## config.mk

```make
export PLATFORM = sky130hd
export DESIGN_NAME = fifo_wr_adapter
export DESIGN_NICKNAME = d
export VERILOG_FILES = /design/src/rtl/fifo_wr_adapter.sv
export SDC_FILE = /design/constraint.sdc
export NUM_CORES = 1
export LEC_CHECK = 0
export BUFFER_PORTS_ARGS = -buffer_cell sky130_fd_sc_hd__buf_2
export CAP_MARGIN = 20
export CORE_AREA = 2 2 64 66
export DETAILED_ROUTE_END_ITERATION = 12
export DIE_AREA = 0 0 66 68
export MAX_ROUTING_LAYER = met4
export PLACE_DENSITY = 0.87
export SYNTH_ARGS = -nofsm -noshare
export SYNTH_HDL_FRONTEND = slang
export SYNTH_SLANG_ARGS = --single-unit
export TNS_END_PERCENT = 10
```

## constraint.sdc

```tcl
create_clock -name wclk -period 6.4 [get_ports wclk]
set_input_delay 1.28 -clock wclk [delete_from_list [all_inputs] [get_ports wclk]]
set_output_delay 1.28 -clock wclk [all_outputs]
set_load 0.005 [all_outputs]
```

## src/rtl/fifo_wr_adapter.sv

```systemverilog
// Write-side front end for the async FIFO: 2-entry skid buffer, winc/wdata drive, write statistics.
// Optional full-timeout flush into a DROP state is enabled by defining FIFO_WR_TIMEOUT_EN.
module fifo_wr_adapter #(
    parameter int DATA_LINES = 8,
    parameter int CNT_W      = 16,
    parameter int TIMEOUT    = 64
) (
    input  logic                  wclk,
    input  logic                  wrst,
    input  logic                  s_valid,
    input  logic [DATA_LINES-1:0] s_data,
    output logic                  s_ready,
    input  logic                  wfull,
    output logic                  winc,
    output logic [DATA_LINES-1:0] wdata,
    input  logic                  clr_stats,
    output logic [CNT_W-1:0]      wr_count,
    output logic [CNT_W-1:0]      drop_count,
    output logic                  stall,
    output logic                  timeout
);
    // state | meaning
    // IDLE  | buffer empty
    // RUN   | words buffered, FIFO accepting
    // STALL | words buffered, FIFO full
    // DROP  | flushed after timeout; pushes discarded until clr_stats
    typedef enum logic [1:0] {IDLE, RUN, STALL, DROP} state_t;

    state_t                state_q, state_d;
    logic [1:0]            cnt_q, cnt_d;
    logic [DATA_LINES-1:0] mem0_q, mem0_d, mem1_q, mem1_d;
    logic [CNT_W-1:0]      wr_count_q, wr_count_d;
    logic                  stall_q, stall_d;
    logic                  push, store, pop, timeout_hit;

    assign s_ready  = (state_q == DROP) || (cnt_q != 2'd2);
    assign push     = s_valid & s_ready;
    assign store    = push & (state_q != DROP);
    assign winc     = (cnt_q != 2'd0) & ~wfull & (state_q != DROP);
    assign pop      = winc;
    assign wdata    = mem0_q;
    assign wr_count = wr_count_q;
    assign stall    = stall_q;

`ifdef FIFO_WR_TIMEOUT_EN
    localparam int SC_W = $clog2(TIMEOUT) + 1;

    logic [SC_W-1:0]  stall_cnt_q, stall_cnt_d;
    logic [CNT_W-1:0] drop_count_q, drop_count_d;
    logic             timeout_q, timeout_d;
    logic [1:0]       drop_add;
    logic [CNT_W:0]   drop_sum;

    // a coincident clr_stats restarts the statistics instead of flushing
    assign timeout_hit = (state_q == STALL) && (stall_cnt_q == SC_W'(TIMEOUT - 1))
                         && wfull && ~clr_stats;
    assign drop_count  = drop_count_q;
    assign timeout     = timeout_q;

    always_comb begin
        drop_add = 2'd0;
        if (timeout_hit)
            drop_add = cnt_q + {1'b0, store};
        else if (state_q == DROP && push)
            drop_add = 2'd1;
        drop_sum = {1'b0, drop_count_q} + {{(CNT_W-1){1'b0}}, drop_add};

        if (clr_stats)
            drop_count_d = '0;
        else if (drop_sum[CNT_W])
            drop_count_d = '1;
        else
            drop_count_d = drop_sum[CNT_W-1:0];

        timeout_d = clr_stats ? 1'b0 : (timeout_hit | timeout_q);

        stall_cnt_d = '0;
        if (state_q == STALL && state_d == STALL)
            stall_cnt_d = (&stall_cnt_q) ? stall_cnt_q : stall_cnt_q + 1'b1;
    end

    always_ff @(posedge wclk or negedge wrst) begin
        if (!wrst) begin
            stall_cnt_q  <= '0;
            drop_count_q <= '0;
            timeout_q    <= 1'b0;
        end else begin
            stall_cnt_q  <= stall_cnt_d;
            drop_count_q <= drop_count_d;
            timeout_q    <= timeout_d;
        end
    end
`else
    assign timeout_hit = 1'b0;
    assign drop_count  = '0;
    assign timeout     = 1'b0;
`endif

    always_comb begin
        cnt_d   = cnt_q;
        mem0_d  = mem0_q;
        mem1_d  = mem1_q;
        state_d = state_q;

        // entry 0 is always the head; a pop shifts entry 1 forward
        if (timeout_hit) begin
            cnt_d = 2'd0;
        end else begin
            case ({store, pop})
                2'b10: begin
                    cnt_d = cnt_q + 2'd1;
                    if (cnt_q == 2'd0) mem0_d = s_data;
                    else               mem1_d = s_data;
                end
                2'b01: begin
                    cnt_d = cnt_q - 2'd1;
                    if (cnt_q == 2'd2) mem0_d = mem1_q;
                end
                2'b11: begin
                    if (cnt_q == 2'd1) begin
                        mem0_d = s_data;
                    end else begin
                        mem0_d = mem1_q;
                        mem1_d = s_data;
                    end
                end
                default: ;
            endcase
        end

        case (state_q)
            IDLE:    if (store) state_d = RUN;
            RUN: begin
                if (cnt_d == 2'd0) state_d = IDLE;
                else if (wfull)    state_d = STALL;
            end
            STALL: begin
                if (timeout_hit)   state_d = DROP;
                else if (!wfull)   state_d = (cnt_d == 2'd0) ? IDLE : RUN;
            end
            DROP:    if (clr_stats) state_d = IDLE;
            default: state_d = IDLE;
        endcase

        stall_d    = (state_d == STALL);
        wr_count_d = clr_stats ? '0 : (winc ? wr_count_q + 1'b1 : wr_count_q);
    end

    always_ff @(posedge wclk or negedge wrst) begin
        if (!wrst) begin
            state_q    <= IDLE;
            cnt_q      <= 2'd0;
            mem0_q     <= '0;
            mem1_q     <= '0;
            wr_count_q <= '0;
            stall_q    <= 1'b0;
        end else begin
            state_q    <= state_d;
            cnt_q      <= cnt_d;
            mem0_q     <= mem0_d;
            mem1_q     <= mem1_d;
            wr_count_q <= wr_count_d;
            stall_q    <= stall_d;
        end
    end
endmodule

```

==> results.json, run 1 <==
{
  "required_ns": 6.58,
  "power.total_uw": 839,
  "fp.dieH_um": 68,
  "fin_crit_ns": 3.22,
  "cpPeakStageDelay_ns": 0.69,
  "grt_start_max_net_pins": 38,
  "synth_ff_type": "dfrtp_1",
  "vias": 1520,
  "placed_cells": 287,
  "synthTopCellsByArea": "dfrtp_1 (47%), buf_4 (6.4%), ha_1 (5.0%)",
  "postCtsSetupBuffers": 0,
  "cts.htree.levels": 2,
  "finish.instance_area_mm2": 0.00229,
  "synth_edf_count": 0,
  "ios": 57,
  "preCtsSetupSlack_ns": 2.90,
  "cts_made_buffers": 5,
  "layout-drive-gt1-share": 0.245,
  "finalHoldWorstSlack_ns": 0.511,
  "status": "completed",
  "avgSynthCellArea_um2": 9.84,
  "cp-end-kind": "register",
  "placed_cell_area_mm2": 0.00217,
  "critPathKind": "in2reg",
  "ant_nets": 0,
  "p_leak_nw": 1.06,
  "cts-root-buf": "clkbuf_8",
  "worstPathCellList": "buf_2, a211oi_4, inv_2, ha_1, o211ai_1, mux2_2",
  "viasPerCell": 5.15,
  "nets": 265,
  "layout_common_cells": "buf_2 (39), dfrtp_1 (37), nor2_1 (21), nand2_1 (17), conb_1 (17)",
  "grt_antenna_before_repair": 0,
  "gp_congestion": 0.767,
  "wl_per_cell_um": 13.0,
  "cp_num_buf_inv": 2,
  "fp.dieW_um": 66,
  "worstPathMaxFanout": 13,
  "synthCells": 202,
  "hold_viol": 0,
  "cts_max_path_buffers": 2,
  "peakVddDrop_uv": 222,
  "worst-slew-pin-transition_ns": 0.810,
  "ys_types": 37,
  "hpwl_um": 2720,
  "relSlewSlack": 0.458,
  "drt_iter0_drc": 78,
  "dr.pass1.iters": 4,
  "fin_cells": 295,
  "powerDensity_mw_per_mm2": 367,
  "path_clk_slew_ns": 0.07,
  "worst_slack_ns": 3.18,
  "cts_hold_buf": 0,
  "start_kind": "primary input",
  "cts_tree": "done",
  "slew_viol_final": 0,
  "layout_commonest_cell": "buf_2",
  "final_core_util": 0.593,
  "die_area_mm2": 0.00449,
  "cap_violations": 0,
  "cp_data_arrival_time_ns": 3.40,
  "crit_family": "compound AO/OA/AOI/OAI gates",
  "grt.overflow.total": 0,
  "finalCritPeriodShare": 0.503,
  "totalWireLength_um": 3840,
  "remaining_drc_errors": 0,
  "start_util": 0.516,
  "synth_top_area_cell": "dfrtp_1",
  "rows": 23,
  "yosysSeqAreaShare": 0.466,
  "holdCritPathClass": "reg2reg",
  "max_clock_freq_mhz": 310,
  "clock-sinks": 37,
  "io_buffers": 39,
  "ys_ff_latch": 37,
  "rsz0062_at_grt": "false",
  "grt_usage": 0.196,
  "yosys.area.top_type_share": 0.466,
  "setup_viol": 0,
  "yosysWarnings": 0,
  "grt_pass1_vias": 1439,
  "antenna_cells": 0,
  "async_flop_share": 1.00,
  "skew_ns": 0.00579,
  "fin_setup_tns_ns": 0,
  "fp.coreArea_mm2": 0.00386,
  "area_delta_synth_final_pct": 15.0,
  "cp_slowest_cell": "o211ai_1",
  "ctsResizeCount": 0,
  "synth_area_mm2": 0.00199,
  "clk_latency_ns": 0.29,
  "grt_pass1_wl_um": 6400
}
==> flip-flops by register name, summed over array words and instances, names as in the netlist <==
signal and flops:
cnt_q 2, wdata 8, state_q 2, mem1_q 8, wr_count 16, stall 1
==> per-layer routing <==
| metal | track usage | share of wire | up-vias |
|---|---|---|---|
| li1 | - | - | 751 |
| met1 | 0.230 | 0.43 | 722 |
| met2 | 0.333 | 0.50 | 42 |
| met3 | 0.0592 | 0.054 | 5 |
| met4 | 0.0459 | 0.011 | 0 |
| met5 | - | 0 | - |
==> worst paths after layout <==
check                                from   endpoint  slack (ns)  depth (start not counted)
worst max-delay path                wfull  mem1_q[2]        3.18                          6
worst min-delay path            mem1_q[1]  mem1_q[1]        0.51                          1
worst max register to register   cnt_q[0]  mem1_q[2]        3.43                          7
worst min register to register  mem1_q[1]  mem1_q[1]        0.51                          1
max in group asynchronous            wrst  mem1_q[0]        4.83                          1
min in group asynchronous            wrst   wdata[6]        1.07                          1
==> power by group <==
group / switching, mW / leakage, nW / internal [mW] / total [mW]
logic: 0.155 / 0.530 / 0.132 / 0.286
registers: 0.0458 / 0.473 / 0.301 / 0.347
clock network: 0.0792 / 0.0585 / 0.127 / 0.206
==> cells in the mapped netlist (2+ instances only) <==
cell	instances
dfrtp_1	37
o21a_1	2
a21oi_1	16
mux2_2	8
nand2_1	17
inv_1	7
or3_1	5
nor3_1	2
xor2_1	2
buf_4	17
nor2_1	21
o21ai_0	8
ha_1	8
nor2b_1	5
clkbuf_1	4
xnor2_1	8
nand4_1	3
nor4_1	3
a22oi_1	8
nand3_1	4
==> cell type report <==
class | count | area, µm²
clock inverter | 1 | 30.0
clock buffer | 7 | 86.3
timing repair buffer | 40 | 203
fill | 345 | 1570
sequential | 37 | 926
tap | 50 | 62.6
inverter | 8 | 30.0
multi-input combinational | 152 | 950
==> cells by family (layout without fill, tap and decap cells) <==
kind of cell,Yosys count,after routing,share of synthesized area
DFF,37,37,0.466
muxes,9,9,0.0503
adders and majority gates,8,8,0.0503
and+or+nand+nor,66,66,0.165
buffers and inverters,29,56,0.0868
xor gates and xnor gates,10,10,0.0441
other,1,17,0.00189
AOI/OAI and AO/OA,42,42,0.136
Note: power is estimated with default switching activity, not from simulation.
==> inputs of run 2 (changes only) <==
Settings changed: CORE_AREA 2 2 64 66 to 2 2 66 68, DIE_AREA 0 0 66 68 to 0 0 68 70, PLACE_DENSITY 0.87 to 0.82.
Clock period 6.4 ns to 3.3 ns, I/O delays scaled along.
==> results.json, run 2 (synthesis gave the netlist of run 1 again) <==
{
  "status": "completed",
  "busiest_layer": "met2",
  "fp.coreArea_mm2": 0.00414,
  "grt.overflow.total": 0,
  "grtUsageMet2": 0.300,
  "grt_usage": 0.179,
  "die_area_mm2": 0.00476,
  "clock-sinks": 37,
  "grt_antenna_before_repair": 0,
  "ctsResizeCount": 0,
  "max_clock_freq_mhz": 354,
  "critPathKind": "reg2reg",
  "vias": 1526,
  "rsz0062_at_grt": "false",
  "fin_crit_ns": 2.83,
  "nets": 267,
  "dr.pass1.iters": 4,
  "start_util": 0.480,
  "fin_setup_tns_ns": 0,
  "cts_made_buffers": 5,
  "cts_max_path_buffers": 2,
  "path_clk_slew_ns": 0.07,
  "wl_per_cell_um": 12.7,
  "powerDensity_mw_per_mm2": 680,
  "fp.dieH_um": 70,
  "postCtsSetupBuffers": 0,
  "rrSetupSlack_ns": 0.47,
  "grt_pass1_vias": 1439,
  "ios": 57,
  "layout-drive-gt1-share": 0.248,
  "use_met1": 0.196,
  "cts.htree.levels": 2,
  "r2r.worst_path.cells": 9,
  "worst_slack_ns": 0.475,
  "timing.rr.start": "cnt_q[0]",
  "largest_reg_flops": 16,
  "skew_ns": 0.00543,
  "slew_viol_final": 0,
  "fillers": 386,
  "holdCritPathClass": "in2async",
  "grt_pass1_wl_um": 6270,
  "clk_latency_ns": 0.29,
  "setup.worst_path.end": "stall",
  "totalWireLength_um": 3780,
  "rows": 24,
  "start_kind": "register",
  "cts-root-buf": "clkbuf_8",
  "ant_nets": 0,
  "cap_violations": 0,
  "peakVddDrop_uv": 401,
  "hold_viol": 0,
  "cts_hold_buf": 0,
  "layout_commonest_cell": "buf_2",
  "r2r-end": "stall",
  "use_met3": 0.0692,
  "antenna_cells": 0,
  "remaining_drc_errors": 0,
  "preCtsSetupSlack_ns": 0.472,
  "relSlewSlack": 0.466,
  "cp-startpoint": "cnt_q[0]",
  "setup_viol": 0,
  "layout_common_cells": "buf_2 (39), dfrtp_1 (37), nor2_1 (21), nand2_1 (17), conb_1 (17)",
  "viasPerCell": 5.12,
  "gp_congestion": 0.827,
  "cp-end-kind": "register",
  "drt_iter0_drc": 60,
  "finalCritPeriodShare": 0.856,
  "cts_tree": "done",
  "io_buffers": 39,
  "fp.dieW_um": 68,
  "area_delta_synth_final_pct": 14.4,
  "p_leak_nw": 1.06,
  "hpwl_um": 2750,
  "grt_start_max_net_pins": 38,
  "worst-slew-pin-transition_ns": 0.801,
  "cp_data_arrival_time_ns": 3.01,
  "worstPathMaxFanout": 9,
  "required_ns": 3.49
}
## run 2: changes by cell type in the layout (fill, tap and decap cells not counted)
cell	delta
buf_4	+2
bufinv_16	-1
## run 2: worst min path at each step
stage	to	startpoint	cells after the start	slack, ns
after detailed placement	mem1_q[6]	mem1_q[6]	1	0.49
final	wdata[2]	wrst	1	0.46
after floorplan	cnt_q[0]	wrst	0	0.36
after global placement	mem1_q[6]	mem1_q[6]	1	0.49
after CTS	wdata[1]	wrst	1	0.48
after global routing	wdata[5]	wrst	1	0.52
## run 2: per-stage QoR
step	cells	cell area, µm²	total power [mW]	utilization	hold slack [ns]
after floorplan	218	2050	1.06	-	0.364
after global placement	291	2190	1.22	0.528	0.487
after detailed placement	291	2190	1.24	0.528	0.494
after CTS	298	2270	1.56	0.549	0.483
after global routing	298	2270	1.66	0.549	0.521
final	298	2270	1.55	0.549	0.456
## run 2: per-layer routing
layer / wire length [µm] / vias up
met5: 0 / -
met4: 46 / 0
met3: 209 / 5
met2: 1920 / 40
met1: 1600 / 725
li1: - / 756
## run 2: cell type report
type | instances | area (µm²) | share of cell area
multi-input combinational | 152 | 950 | 0.417
sequential | 37 | 926 | 0.407
timing repair buffer | 42 | 218 | 0.0957
clock buffer | 7 | 86.3 | 0.0380
tap | 52 | 65.1 | 0.0286
inverter | 8 | 30.0 | 0.0132
## run 2: power breakdown
group          internal [mW]  switching, mW
Clock                  0.166          0.152
Sequential             0.584         0.0850
Combinational          0.265          0.295
## run 2: worst max-delay path, stage by stage, from the launching register on
cell	delay, ns
dfrtp_1	0.43
inv_1	0.09
ha_1	0.27
a211oi_4	0.21
buf_4	0.19
ha_1	0.30
or4b_2	0.68
o311ai_0	0.24
nor2b_1	0.10
o21a_1	0.21
==> inputs of run 3 (changes only) <==
==> constraint.sdc (replaced) <==
create_clock -name wclk -period 3.3 [get_ports wclk]
set_input_delay 0.495 -clock wclk [delete_from_list [all_inputs] [get_ports wclk]]
set_output_delay 0.495 -clock wclk [all_outputs]
set_load 0.005 [all_outputs]
==> results.json, run 3 (synthesis gave the netlist of run 1 again) <==
{
  "status": "completed",
  "p_leak_nw": 1.08,
  "cp_slowest_cell": "or4b_2",
  "ctsResizeCount": 0,
  "max_clock_freq_mhz": 356,
  "cp_num_buf_inv": 2,
  "holdCritPathClass": "in2async",
  "grt.overflow.total": 0,
  "antenna_cells": 0,
  "cts-root-buf": "clkbuf_8",
  "placed_cells": 291,
  "worst_slack_ns": 0.491,
  "layout-drive-gt1-share": 0.255,
  "finalCritPeriodShare": 0.851,
  "fp.coreArea_mm2": 0.00414,
  "cts.htree.levels": 2,
  "use_met3": 0.0596,
  "cap_violations": 0,
  "area_delta_synth_final_pct": 17.0,
  "finalHoldWorstSlack_ns": 0.292,
  "path_clk_slew_ns": 0.08,
  "relSlewSlack": 0.450,
  "start_kind": "register",
  "worstPathMaxFanout": 9,
  "viasPerCell": 5.21,
  "cts_tree": "done",
  "fin_crit_ns": 2.81,
  "cp-end-kind": "register",
  "fillers": 366,
  "powerDensity_mw_per_mm2": 733,
  "fp.dieH_um": 70,
  "vias": 1559,
  "start_util": 0.480,
  "totalWireLength_um": 3720,
  "grt_antenna_before_repair": 0,
  "grt_pass1_vias": 1415,
  "rows": 24,
  "grt_start_max_net_pins": 38,
  "preCtsSetupSlack_ns": 0.511,
  "clk_latency_ns": 0.30,
  "drt_iter0_drc": 82,
  "gp_congestion": 0.776,
  "largest_reg_flops": 16,
  "grt_usage": 0.176,
  "fin_setup_tns_ns": 0,
  "peakVddDrop_uv": 398,
  "dr.pass1.iters": 7,
  "seqPwrFrac": 0.393,
  "rsz0062_at_grt": "false",
  "worstPathCellList": "inv_1, ha_1, a211oi_4, buf_4, ha_1, or4b_2, o311ai_0, nor2b_1, o21a_1",
  "required_ns": 3.49,
  "cts_max_path_buffers": 2,
  "use_met1": 0.205,
  "setup_viol": 0,
  "grtUsageMet2": 0.277,
  "cts_hold_buf": 0,
  "worst-slew-pin-transition_ns": 0.825,
  "ios": 57,
  "ant_nets": 0,
  "hold_viol": 0,
  "clock-sinks": 37,
  "timing.critical_path.mode_cell": "ha_1",
  "critPathKind": "reg2reg",
  "hpwl_um": 2700,
  "postCtsSetupBuffers": 0,
  "layout_common_cells": "buf_2 (39), dfrtp_1 (37), nor2_1 (21), nand2_1 (17), conb_1 (17)",
  "slew_viol_final": 0,
  "io_buffers": 39,
  "nets": 267,
  "layout_commonest_cell": "buf_2",
  "cts_made_buffers": 5,
  "crit_family": "simple AND/OR/NAND/NOR gates",
  "skew_ns": 0.00690,
  "cpPeakStageDelay_ns": 0.68,
  "die_area_mm2": 0.00476,
  "switching_share": 0.323,
  "netSwitchingPower_uw": 550,
  "wl_per_cell_um": 12.4,
  "cp_data_arrival_time_ns": 3.00,
  "fp.dieW_um": 68,
  "fin_cells": 299,
  "clockPowerShare": 0.278,
  "grt_pass1_wl_um": 6090,
  "remaining_drc_errors": 0,
  "power_frac_comb": 0.329,
  "busiest_layer": "met2",
  "p_int_mw": 1.15
}
==> run 3: changes by cell type in the layout (fill, tap and decap cells not counted), sizes merged <==
cell,previous run,this run
bufinv,0,2
clkbuf,7,5
inv,8,9
==> run 3: layout make-up <==
type                    instances  area, µm²  share of cell area
clock buffers                   5       68.8              0.0296
clock inverters                 3       68.8              0.0296
inverters                       8       30.0              0.0129
multi-input cells             152        950               0.408
flip-flops and latches         37        926               0.398
well taps                      52       65.1              0.0280
repair buffers                 42        218              0.0936
==> run 3: final timing paths <==
kind                       cells past startpoint  slack, ns      start        end
setup / recovery                               9       0.49   cnt_q[0]      stall
hold / removal                                 1       0.29       wrst  mem1_q[7]
max in group asynchronous                      1       2.49       wrst   cnt_q[1]
setup reg to reg                               9       0.49   cnt_q[0]      stall
hold reg to reg                                1       0.51  mem1_q[6]  mem1_q[6]
min in group wclk                              2       0.44  s_data[7]  mem1_q[7]
==> run 3: worst register-to-register path: cells and delay by family (launching register included) <==
kind            cells  cell delay [ns]
compound gates      3             0.63
fa+ha+maj           2             0.57
buf+inv             2             0.28
flops               1             0.44
simple gates        2             0.79
==> run 3: per-layer routing <==
layer  up-vias  routed length, µm
met5         -                  0
met4         0                 66
met3         7                199
met2        43               1840
met1       754               1610
li1        755                  -
==> run 3: power groups by stage <==
stage	clock network, mW	registers (mW)	logic, mW
floorplan	0	0.669	0.391
global placement	0	0.672	0.543
detailed placement	0	0.676	0.565
CTS	0.489	0.669	0.565
global route	0.502	0.688	0.628
finish	0.474	0.669	0.561
==> run 3: metrics by stage <==
step                cell area [µm²]  power, mW  utilization
floorplan                      2050       1.06            -
global placement               2190       1.21        0.528
detailed placement             2190       1.24        0.528
CTS                            2330       1.72        0.561
global route                   2330       1.82        0.561
finish                         2330       1.70        0.561
